**config.mk**
```make
export PLATFORM = sky130hd
export DESIGN_NAME = adc_vaux6
export DESIGN_NICKNAME = d
export VERILOG_FILES = /design/src/rtl/adc_pkg.sv /design/src/rtl/adc_vaux6_if.sv /design/src/rtl/adc_clkgen.sv /design/src/rtl/adc_vaux6.sv
export SDC_FILE = /design/constraint.sdc
export NUM_CORES = 1
export LEC_CHECK = 0
export BUFFER_PORTS_ARGS = -buffer_cell sky130_fd_sc_hd__buf_2
export CAP_MARGIN = 10
export CELL_PAD_IN_SITES_DETAIL_PLACEMENT = 2
export CELL_PAD_IN_SITES_GLOBAL_PLACEMENT = 2
export CORE_AREA = 2 2 89 91
export DETAILED_ROUTE_END_ITERATION = 10
export DIE_AREA = 0 0 91 93
export GPL_TIMING_DRIVEN = 0
export HOLD_SLACK_MARGIN = 0.08
export PLACE_DENSITY_LB_ADDON = 0.12
export SLEW_MARGIN = 10
export SYNTH_ARGS = -nofsm -noshare
export SYNTH_HDL_FRONTEND = slang
export SYNTH_HIERARCHICAL = 1
export SYNTH_SLANG_ARGS = --single-unit
```
**constraint.sdc**
```tcl
create_clock -name CLK100MHZ -period 1.85 [get_ports CLK100MHZ]
set_input_delay 0.185 -clock CLK100MHZ [delete_from_list [all_inputs] [get_ports CLK100MHZ]]
set_output_delay 0.185 -clock CLK100MHZ [all_outputs]
set_load 0.01 [all_outputs]
```
**src/rtl/adc_pkg.sv**
```systemverilog
// Shared constants and helpers for the VAUX6 sigma-delta ADC front end.
// Optional averaging is enabled by defining ADC_AVG4_EN.
package adc_pkg;

    localparam int DATA_W          = 16;
    localparam int CLK_DIV_DEF     = 4;
    localparam int LOCK_CYCLES_DEF = 64;
    localparam int RES_BITS_DEF    = 12;

    function automatic logic [DATA_W-1:0] left_just(
        input logic [DATA_W-1:0] v,
        input int                res
    );
        return v << (DATA_W - res);
    endfunction

endpackage

```
**src/rtl/adc_vaux6_if.sv**
```systemverilog
// Clock-generator bundle: lock flag, divided clock and sample strobe.
interface adc_vaux6_if;

    logic locked;
    logic clk_div;
    logic strobe;

    modport master (
        output locked,
        output clk_div,
        output strobe
    );

    modport slave (
        input locked,
        input clk_div,
        input strobe
    );

endinterface

```
**src/rtl/adc_clkgen.sv**
```systemverilog
// Lock counter, modulator clock divider and rising-edge sample strobe.
module adc_clkgen
    import adc_pkg::*;
#(
    parameter int CLK_DIV     = CLK_DIV_DEF,
    parameter int LOCK_CYCLES = LOCK_CYCLES_DEF
) (
    input  logic           clk,
    input  logic           rst_n,
    adc_vaux6_if.master    ck
);

    localparam int HALF = CLK_DIV / 2;
    localparam int LW   = $clog2(LOCK_CYCLES + 1);
    localparam int DW   = (HALF > 1) ? $clog2(HALF) : 1;

    logic [LW-1:0] lock_cnt_q, lock_cnt_d;
    logic          locked_q, locked_d;
    logic [DW-1:0] div_cnt_q, div_cnt_d;
    logic          clk_q, clk_d;
    logic          strobe_q, strobe_d;

    always_comb begin
        lock_cnt_d = lock_cnt_q;
        locked_d   = locked_q;
        div_cnt_d  = div_cnt_q;
        clk_d      = clk_q;
        strobe_d   = 1'b0;
        if (!locked_q) begin
            lock_cnt_d = lock_cnt_q + 1'b1;
            if (lock_cnt_d == LW'(LOCK_CYCLES)) begin
                locked_d = 1'b1;
            end
        end else if (div_cnt_q == DW'(HALF - 1)) begin
            div_cnt_d = '0;
            clk_d     = ~clk_q;
            // strobe coincides with the cycle clk_o reads 1 for the first time
            strobe_d  = ~clk_q;
        end else begin
            div_cnt_d = div_cnt_q + 1'b1;
        end
    end

    always_ff @(posedge clk or negedge rst_n) begin
        if (!rst_n) begin
            lock_cnt_q <= '0;
            locked_q   <= 1'b0;
            div_cnt_q  <= '0;
            clk_q      <= 1'b0;
            strobe_q   <= 1'b0;
        end else begin
            lock_cnt_q <= lock_cnt_d;
            locked_q   <= locked_d;
            div_cnt_q  <= div_cnt_d;
            clk_q      <= clk_d;
            strobe_q   <= strobe_d;
        end
    end

    assign ck.locked  = locked_q;
    assign ck.clk_div = clk_q;
    assign ck.strobe  = strobe_q;

endmodule

```
**src/rtl/adc_vaux6.sv**
```systemverilog
// VAUX6 sigma-delta front end: synchronizers, sinc1 decimator, averager.
// Define ADC_AVG4_EN to output the mean of the last four results.
module adc_vaux6
    import adc_pkg::*;
#(
    parameter int CLK_DIV     = CLK_DIV_DEF,
    parameter int LOCK_CYCLES = LOCK_CYCLES_DEF,
    parameter int RES_BITS    = RES_BITS_DEF
) (
    input  logic              CLK100MHZ,
    input  logic              reset_i,
    output logic              locked_o,
    output logic              clk_o,
    input  logic              vaux6_p,
    input  logic              vaux6_n,
    output logic [DATA_W-1:0] data_o,
    output logic              eoc_o
);

    localparam int CW = RES_BITS + 1;

    adc_vaux6_if ck_if ();

    adc_clkgen #(
        .CLK_DIV     (CLK_DIV),
        .LOCK_CYCLES (LOCK_CYCLES)
    ) u_clkgen (
        .clk   (CLK100MHZ),
        .rst_n (reset_i),
        .ck    (ck_if)
    );

    logic [1:0]          sync_p_q, sync_p_d;
    logic [1:0]          sync_n_q, sync_n_d;
    logic [CW-1:0]       ones_q, ones_d, ones_sum;
    logic [RES_BITS-1:0] samp_q, samp_d, result;
    logic [DATA_W-1:0]   data_q, data_d, new_data;
    logic                eoc_q, eoc_d;
    logic                sample, close;

    always_comb begin
        sync_p_d = {sync_p_q[0], vaux6_p};
        sync_n_d = {sync_n_q[0], vaux6_n};
        // equal legs are common-mode or invalid and count as zero
        sample   = sync_p_q[1] & ~sync_n_q[1];
        ones_sum = ones_q + CW'(sample);
        result   = ones_sum[RES_BITS] ? '1 : ones_sum[RES_BITS-1:0];
        close    = ck_if.strobe && (samp_q == '1);
    end

`ifdef ADC_AVG4_EN
    localparam int SW = RES_BITS + 2;

    logic [RES_BITS-1:0] hist_q [3];
    logic [RES_BITS-1:0] hist_d [3];
    logic [SW-1:0]       avg_sum;

    always_comb begin
        hist_d  = hist_q;
        avg_sum = SW'(result) + SW'(hist_q[0])
                + SW'(hist_q[1]) + SW'(hist_q[2]);
        new_data = left_just(DATA_W'(avg_sum[SW-1:2]), RES_BITS);
        if (close) begin
            hist_d[0] = result;
            hist_d[1] = hist_q[0];
            hist_d[2] = hist_q[1];
        end
    end

    always_ff @(posedge CLK100MHZ or negedge reset_i) begin
        if (!reset_i) begin
            hist_q <= '{default: '0};
        end else begin
            hist_q <= hist_d;
        end
    end
`else
    always_comb begin
        new_data = left_just(DATA_W'(result), RES_BITS);
    end
`endif

    always_comb begin
        ones_d = ones_q;
        samp_d = samp_q;
        data_d = data_q;
        eoc_d  = 1'b0;
        if (close) begin
            ones_d = '0;
            samp_d = '0;
            data_d = new_data;
            eoc_d  = 1'b1;
        end else if (ck_if.strobe) begin
            ones_d = ones_sum;
            samp_d = samp_q + 1'b1;
        end
    end

    always_ff @(posedge CLK100MHZ or negedge reset_i) begin
        if (!reset_i) begin
            sync_p_q <= '0;
            sync_n_q <= '0;
            ones_q   <= '0;
            samp_q   <= '0;
            data_q   <= '0;
            eoc_q    <= 1'b0;
        end else begin
            sync_p_q <= sync_p_d;
            sync_n_q <= sync_n_d;
            ones_q   <= ones_d;
            samp_q   <= samp_d;
            data_q   <= data_d;
            eoc_q    <= eoc_d;
        end
    end

    assign locked_o = ck_if.locked;
    assign clk_o    = ck_if.clk_div;
    assign data_o   = data_q;
    assign eoc_o    = eoc_q;

endmodule

```
Word level (Yosys, flattened, before mapping)
Cells that the tools add are included.
Storage, ports and cells
  register bits after elaboration: 53
  input port bits: 4
  output and inout port bits: 19
  word-level logic and storage cells: 34
Operators by class
  add/sub/neg operators: 4
  equality and inequality tests: 2
  mux-type cells: 11
  bitwise logic cells: 3
  reductions and logical operators: 3
Operator list (number)
  12-bit two-way mux: 3
  13-bit two-way mux: 2
  13-bit by 1-bit adder with 13-bit output: 1
  12-bit by 1-bit adder with 12-bit output, second input constant: 1
  12-bit == test, second input constant: 1
  7-bit by 1-bit adder with 7-bit output, second input constant: 1
  7-bit == test, second input constant: 1
  1-bit two-way mux: 6
  1-bit inverter: 2
  2-bit AND reduction: 1
  2-bit nonzero test: 1
  1-bit adder, second input constant: 1
  1-bit AND: 1
  1-bit logical AND: 1

Logic depth before layout (Yosys ltp)
  word-level depth: 5
  mapped depth: 9
  gate-level depth less buffers: 7

By module
Netlist, hierarchy kept.
Modules (own cells, without submodules)
  adc_vaux6: times used 1, cells each 198, area each 2015.7 µm², seq. area each 1051.0 µm²
  adc_clkgen: times used 1, cells each 36, area each 457.9 µm², seq. area each 275.3 µm²

Least setup slack after synthesis
OpenSTA, ideal clock, no wires.
  kind: register to register
  from: register sync_n_q[1]
  to: register data_q[14], in the netlist data_o[14]
  setup time: 0.127 ns
  data arrival time: 1.841 ns
  required time: 1.723 ns
  slack: -0.118 ns
  stages on the path, launching flop included: 9
  path buffers: 1
  clock period less this slack: 1.968 ns
  cells stage by stage: dfrtp_1 nor2b_1 ha_1 ha_1 nand3_1 o41ai_1 o311a_1 buf_6 a21oi_2
On the way
  cells in the longest elaborated chain, start to end: 4
RTL lines
  start, declared: line adc_vaux6.sv:34  | logic [1:0] sync_n_q, sync_n_d;
  start signal, assigned: line adc_vaux6.sv:109  | sync_n_q <= sync_n_d;
  1-bit inverter: line adc_vaux6.sv:45  | sample = sync_p_q[1] & ~sync_n_q[1];
  1-bit AND: line adc_vaux6.sv:45
  13-bit by 1-bit adder with 13-bit output: line adc_vaux6.sv:46  | ones_sum = ones_q + CW'(sample);
  12-bit two-way mux: line adc_vaux6.sv:47  | result = ones_sum[RES_BITS] ? '1 : ones_sum[RES_BITS-1:0];
  end signal, assigned: line adc_vaux6.sv:112  | data_q <= data_d;
  end, declared: line adc_vaux6.sv:37  | logic [DATA_W-1:0] data_q, data_d, new_data;
No other way between the ends.
A chain may end at the register's enable or synchronous reset.

Final worst setup path
Same ends and word-level chain as after synthesis.

==> results.sh <==
export IMPL_cts_tree="yes"
export IMPL_crit_path_max_fanout=5
export IMPL_clk_pin_slew_ps=100
export IMPL_cts_buffer_depth=2
export IMPL_timing_hold_ws_ps=358
export IMPL_cts_buffers=5
export IMPL_yosysSeqAreaShare_pct=53.6
export IMPL_diodes=0
export IMPL_grt_overflow=0
export IMPL_min_delay_path_class="register to register"
export IMPL_rsz0062_at_grt="true"
export IMPL_worst_slack_ps=15.3
export IMPL_crit_arrival_ps=2040
export IMPL_setup_viol_count_final=0
export IMPL_min_period_ps=1830
export IMPL_fp_dieW_um=91
export IMPL_cp_required_ps=2050
export IMPL_reg2reg_depth=8
export IMPL_synth_cells=234
export IMPL_crit_path_max_incr_delay_ps=380
export IMPL_grt_max_degree=54
export IMPL_start_util_pct=32.9
export IMPL_tightest_slew_ps=703
export IMPL_peakVddDrop_uv=236
export IMPL_netlist_area_um2=2470
export IMPL_post_place_ws_ps=-271
export IMPL_core_area_um2=7530
export IMPL_track_usage_pct=15.2
export IMPL_yosysWarnings=6
export IMPL_grt_pass1_wl_um=10200
export IMPL_wirelength_um=6500
export IMPL_skew_ps=10.6
export IMPL_num_io_pins=23
export IMPL_first_pass_iters=4
export IMPL_leakagePower_uw=0.00141
export IMPL_path_cells="nor2b_2 > ha_4 > ha_4 > nand3_4 > o41ai_4 > o311a_4 > buf_8 > a21oi_2"
export IMPL_multi_input_area_um2=1190
export IMPL_rr_endpoint="data_o[14]$_DFFE_PN0P_"
export IMPL_p_sw_uw=449
export IMPL_seqPwrFrac_pct=61.4
export IMPL_die_y_um=93
export IMPL_fillerInstances=842
export IMPL_slew_headroom_pct=53.2
export IMPL_num_vias=1929
export IMPL_worst_setup_path_start_kind="register"
export IMPL_cp_num_cells=8
export IMPL_rr_startpoint="sync_n_q[1]$_DFF_PN0_"
export IMPL_power_frac_comb_pct=2.4
export IMPL_avgSynthCellArea_um2=10.6
export IMPL_clock_sinks=53
export IMPL_layout_drive_gt1_share_pct=30.6
export IMPL_drt_first_iter_violations=59
export IMPL_netSwitchingFraction_pct=23.7
export IMPL_cp_end_kind="register"
export IMPL_die_area_um2=8460
export IMPL_p_per_area_nw_per_um2=598
export IMPL_seqCellArea_um2=1330
export IMPL_final_util_pct=42.1
export IMPL_drv_slew=0
export IMPL_synth_seq_cells=53
export IMPL_routabilityCongestion=0.733
export IMPL_crit_buf_inv=1
export IMPL_crit_top_cell="ha_4"
export IMPL_maxCapViolCount=0
export IMPL_final_nets=288
export IMPL_crit_path_end="data_o[14]$_DFFE_PN0P_"
export IMPL_crit_family="compound AO/OA/AOI/OAI gates"
export IMPL_synth_area_leaders="dfrtp_1 (54%), xnor2_1 (6.7%), nor2_1 (3.8%), a21oi_2 (3.5%), a22o_1 (2.5%)"
export IMPL_cp_startpoint="sync_n_q[1]$_DFF_PN0_"
export IMPL_crit_type="register to register"
export IMPL_drtAntennaViolNets=0
export IMPL_cts_htree_levels=2
export IMPL_stdcell_area_um2=3170
export IMPL_viasPerCell=5.04
export IMPL_yosysUniqueCellTypes=37
export IMPL_dpl_instance_area_um2=2740
export IMPL_hpwl_um=3950
export IMPL_rows=32
export IMPL_fin_crit_sh_pct=99.2
export IMPL_hold_viol_final=0
export IMPL_syn_to_final_growth_pct=28.0
export IMPL_tns_ps=0
export IMPL_worst_r2r_setup_slack_ps=20
export IMPL_antenna_found_initial=0
export IMPL_netlist_area_leader_share_pct=53.6
export IMPL_max_clock_freq_mhz=545
export IMPL_port_buffers=18
export IMPL_synth_largest_area_cell="dfrtp_1"
export IMPL_wl_per_cell_um=17.0
export IMPL_p_int_uw=1450
export IMPL_status="finished clean"
export IMPL_cts_root_buffer="clkbuf_8"
export IMPL_drc=0
export IMPL_clk_latency_ps=320
export IMPL_first_global_vias=2046
export IMPL_critPathSlowestCell="dfrtp_1"
export IMPL_clkPwrFrac_pct=36.2
-- metal layers --
layer,vias to the layer above,GRT usage [%],part of all wire [%]
met4,0,4.92,1.8
met3,11,2.26,2.3
met1,987,18.9,45
li1,906,-,-
met5,-,0,0
met2,25,27.0,51
-- metrics by stage --
step           instances  power [µW]
2_1_floorplan        237        1200
3_3_place_gp         357        1230
3_5_place_dp         357        1230
4_1_cts              377        1930
5_1_grt              383        1980
6_report             383        1900
-- cell families (layout without fill, tap and decap cells) --
logic type / after synthesis / count (layout) / share of synthesized area, %
muxes: 3 / 3 / 1.37
AOI/OAI and AO/OA: 42 / 42 / 12.0
xor gates and xnor gates: 24 / 24 / 8.50
DFF: 53 / 53 / 53.6
and+or+nand+nor: 81 / 81 / 17.2
buffers and inverters: 26 / 70 / 5.11
adders and majority gates: 4 / 4 / 2.02
other: 1 / 4 / 0.152
-- layout make-up --
type                            count  share of cell area [%]
Clock buffer                        5                    2.17
Sequential cell                    53                    41.9
Buffer                             14                    3.52
Clock inverter                      3                   0.672
Tap cell                          102                    4.03
Timing Repair Buffer               37                    8.69
Inverter                           11                    1.30
Multi-Input combinational cell    158                    37.7
-- timing repair --
action                                 CTS  global route
setup endpoints to repair               22            27
hold buffers                             3             0
cloned                                   1             1
buffers inserted                         9             5
pin swaps                                6            10
endpoints found under the hold margin   55             0
resized for setup                        9            34
-- how the worst min path moves through the flow --
stage                                startpoint                     end  cells past startpoint
after floorplan                         reset_i  data_o[10]$_DFFE_PN0P_                      0
after global placement                  vaux6_p   sync_p_q[0]$_DFF_PN0_                      1
after detailed placement                reset_i   data_o[9]$_DFFE_PN0P_                      1
after CTS                 sync_n_q[0]$_DFF_PN0_   sync_n_q[1]$_DFF_PN0_                      0
after global routing      sync_n_q[0]$_DFF_PN0_   sync_n_q[1]$_DFF_PN0_                      0
final                     sync_n_q[0]$_DFF_PN0_   sync_n_q[1]$_DFF_PN0_                      0
-- layout by cell type, fill, tap and decap left out, drive strengths merged --
cell type and count:
a21oi 14, a22o 7, and2 2, and3 3
and4 2, buf 42, clkbuf 11, clkinv 1
clkinvlp 1, conb 4, dfrtp 53, dlygate4sd3 3
ha 4, inv 12, mux2 3, nand2 11
nand2b 1, nand3 7, nand3b 2, nand4 10
nand4b 2, nor2 25, nor2b 2, nor3 6
nor4 4, nor4b 1, o21ai 11, o22ai 5
o2bb2ai 1, o311a 1, o31ai 2, o41ai 1
or3 2, or4b 1, xnor2 19, xor2 5
-- registers in the layout, indices dropped and copies added (netlist names) --
name                 flops
u_clkgen/div_cnt_q       1
eoc_o                    1
ones_q                  13
samp_q                  12
u_clkgen/lock_cnt_q      7
sync_n_q                 2
sync_p_q                 2
data_o                  12
u_clkgen/ck.clk_div      1
u_clkgen/ck.locked       1
u_clkgen/ck.strobe       1
-- synthesized netlist by cell type, drive strengths merged --
cell type / count
a21oi: 14
a22o: 7
and2: 2
and3: 3
and4: 2
buf: 10
clkbuf: 5
conb: 1
dfrtp: 53
ha: 4
inv: 11
mux2: 3
nand2: 11
nand2b: 1
nand3: 7
nand3b: 2
nand4: 10
nand4b: 2
nor2: 25
nor2b: 2
nor3: 6
nor4: 4
nor4b: 1
o21ai: 11
o22ai: 5
o2bb2ai: 1
o311a: 1
o31ai: 2
o41ai: 1
or3: 2
or4b: 1
xnor2: 19
xor2: 5
-- power groups by stage --
stage	clock network [µW]	logic, µW	registers, µW
6_report	687	45.3	1160
5_1_grt	764	52.4	1160
4_1_cts	719	45.9	1160
3_5_place_dp	0	40.6	1190
3_3_place_gp	0	40.6	1190
2_1_floorplan	0	11.8	1190
No activity file was read; power rests on OpenSTA's default activity.
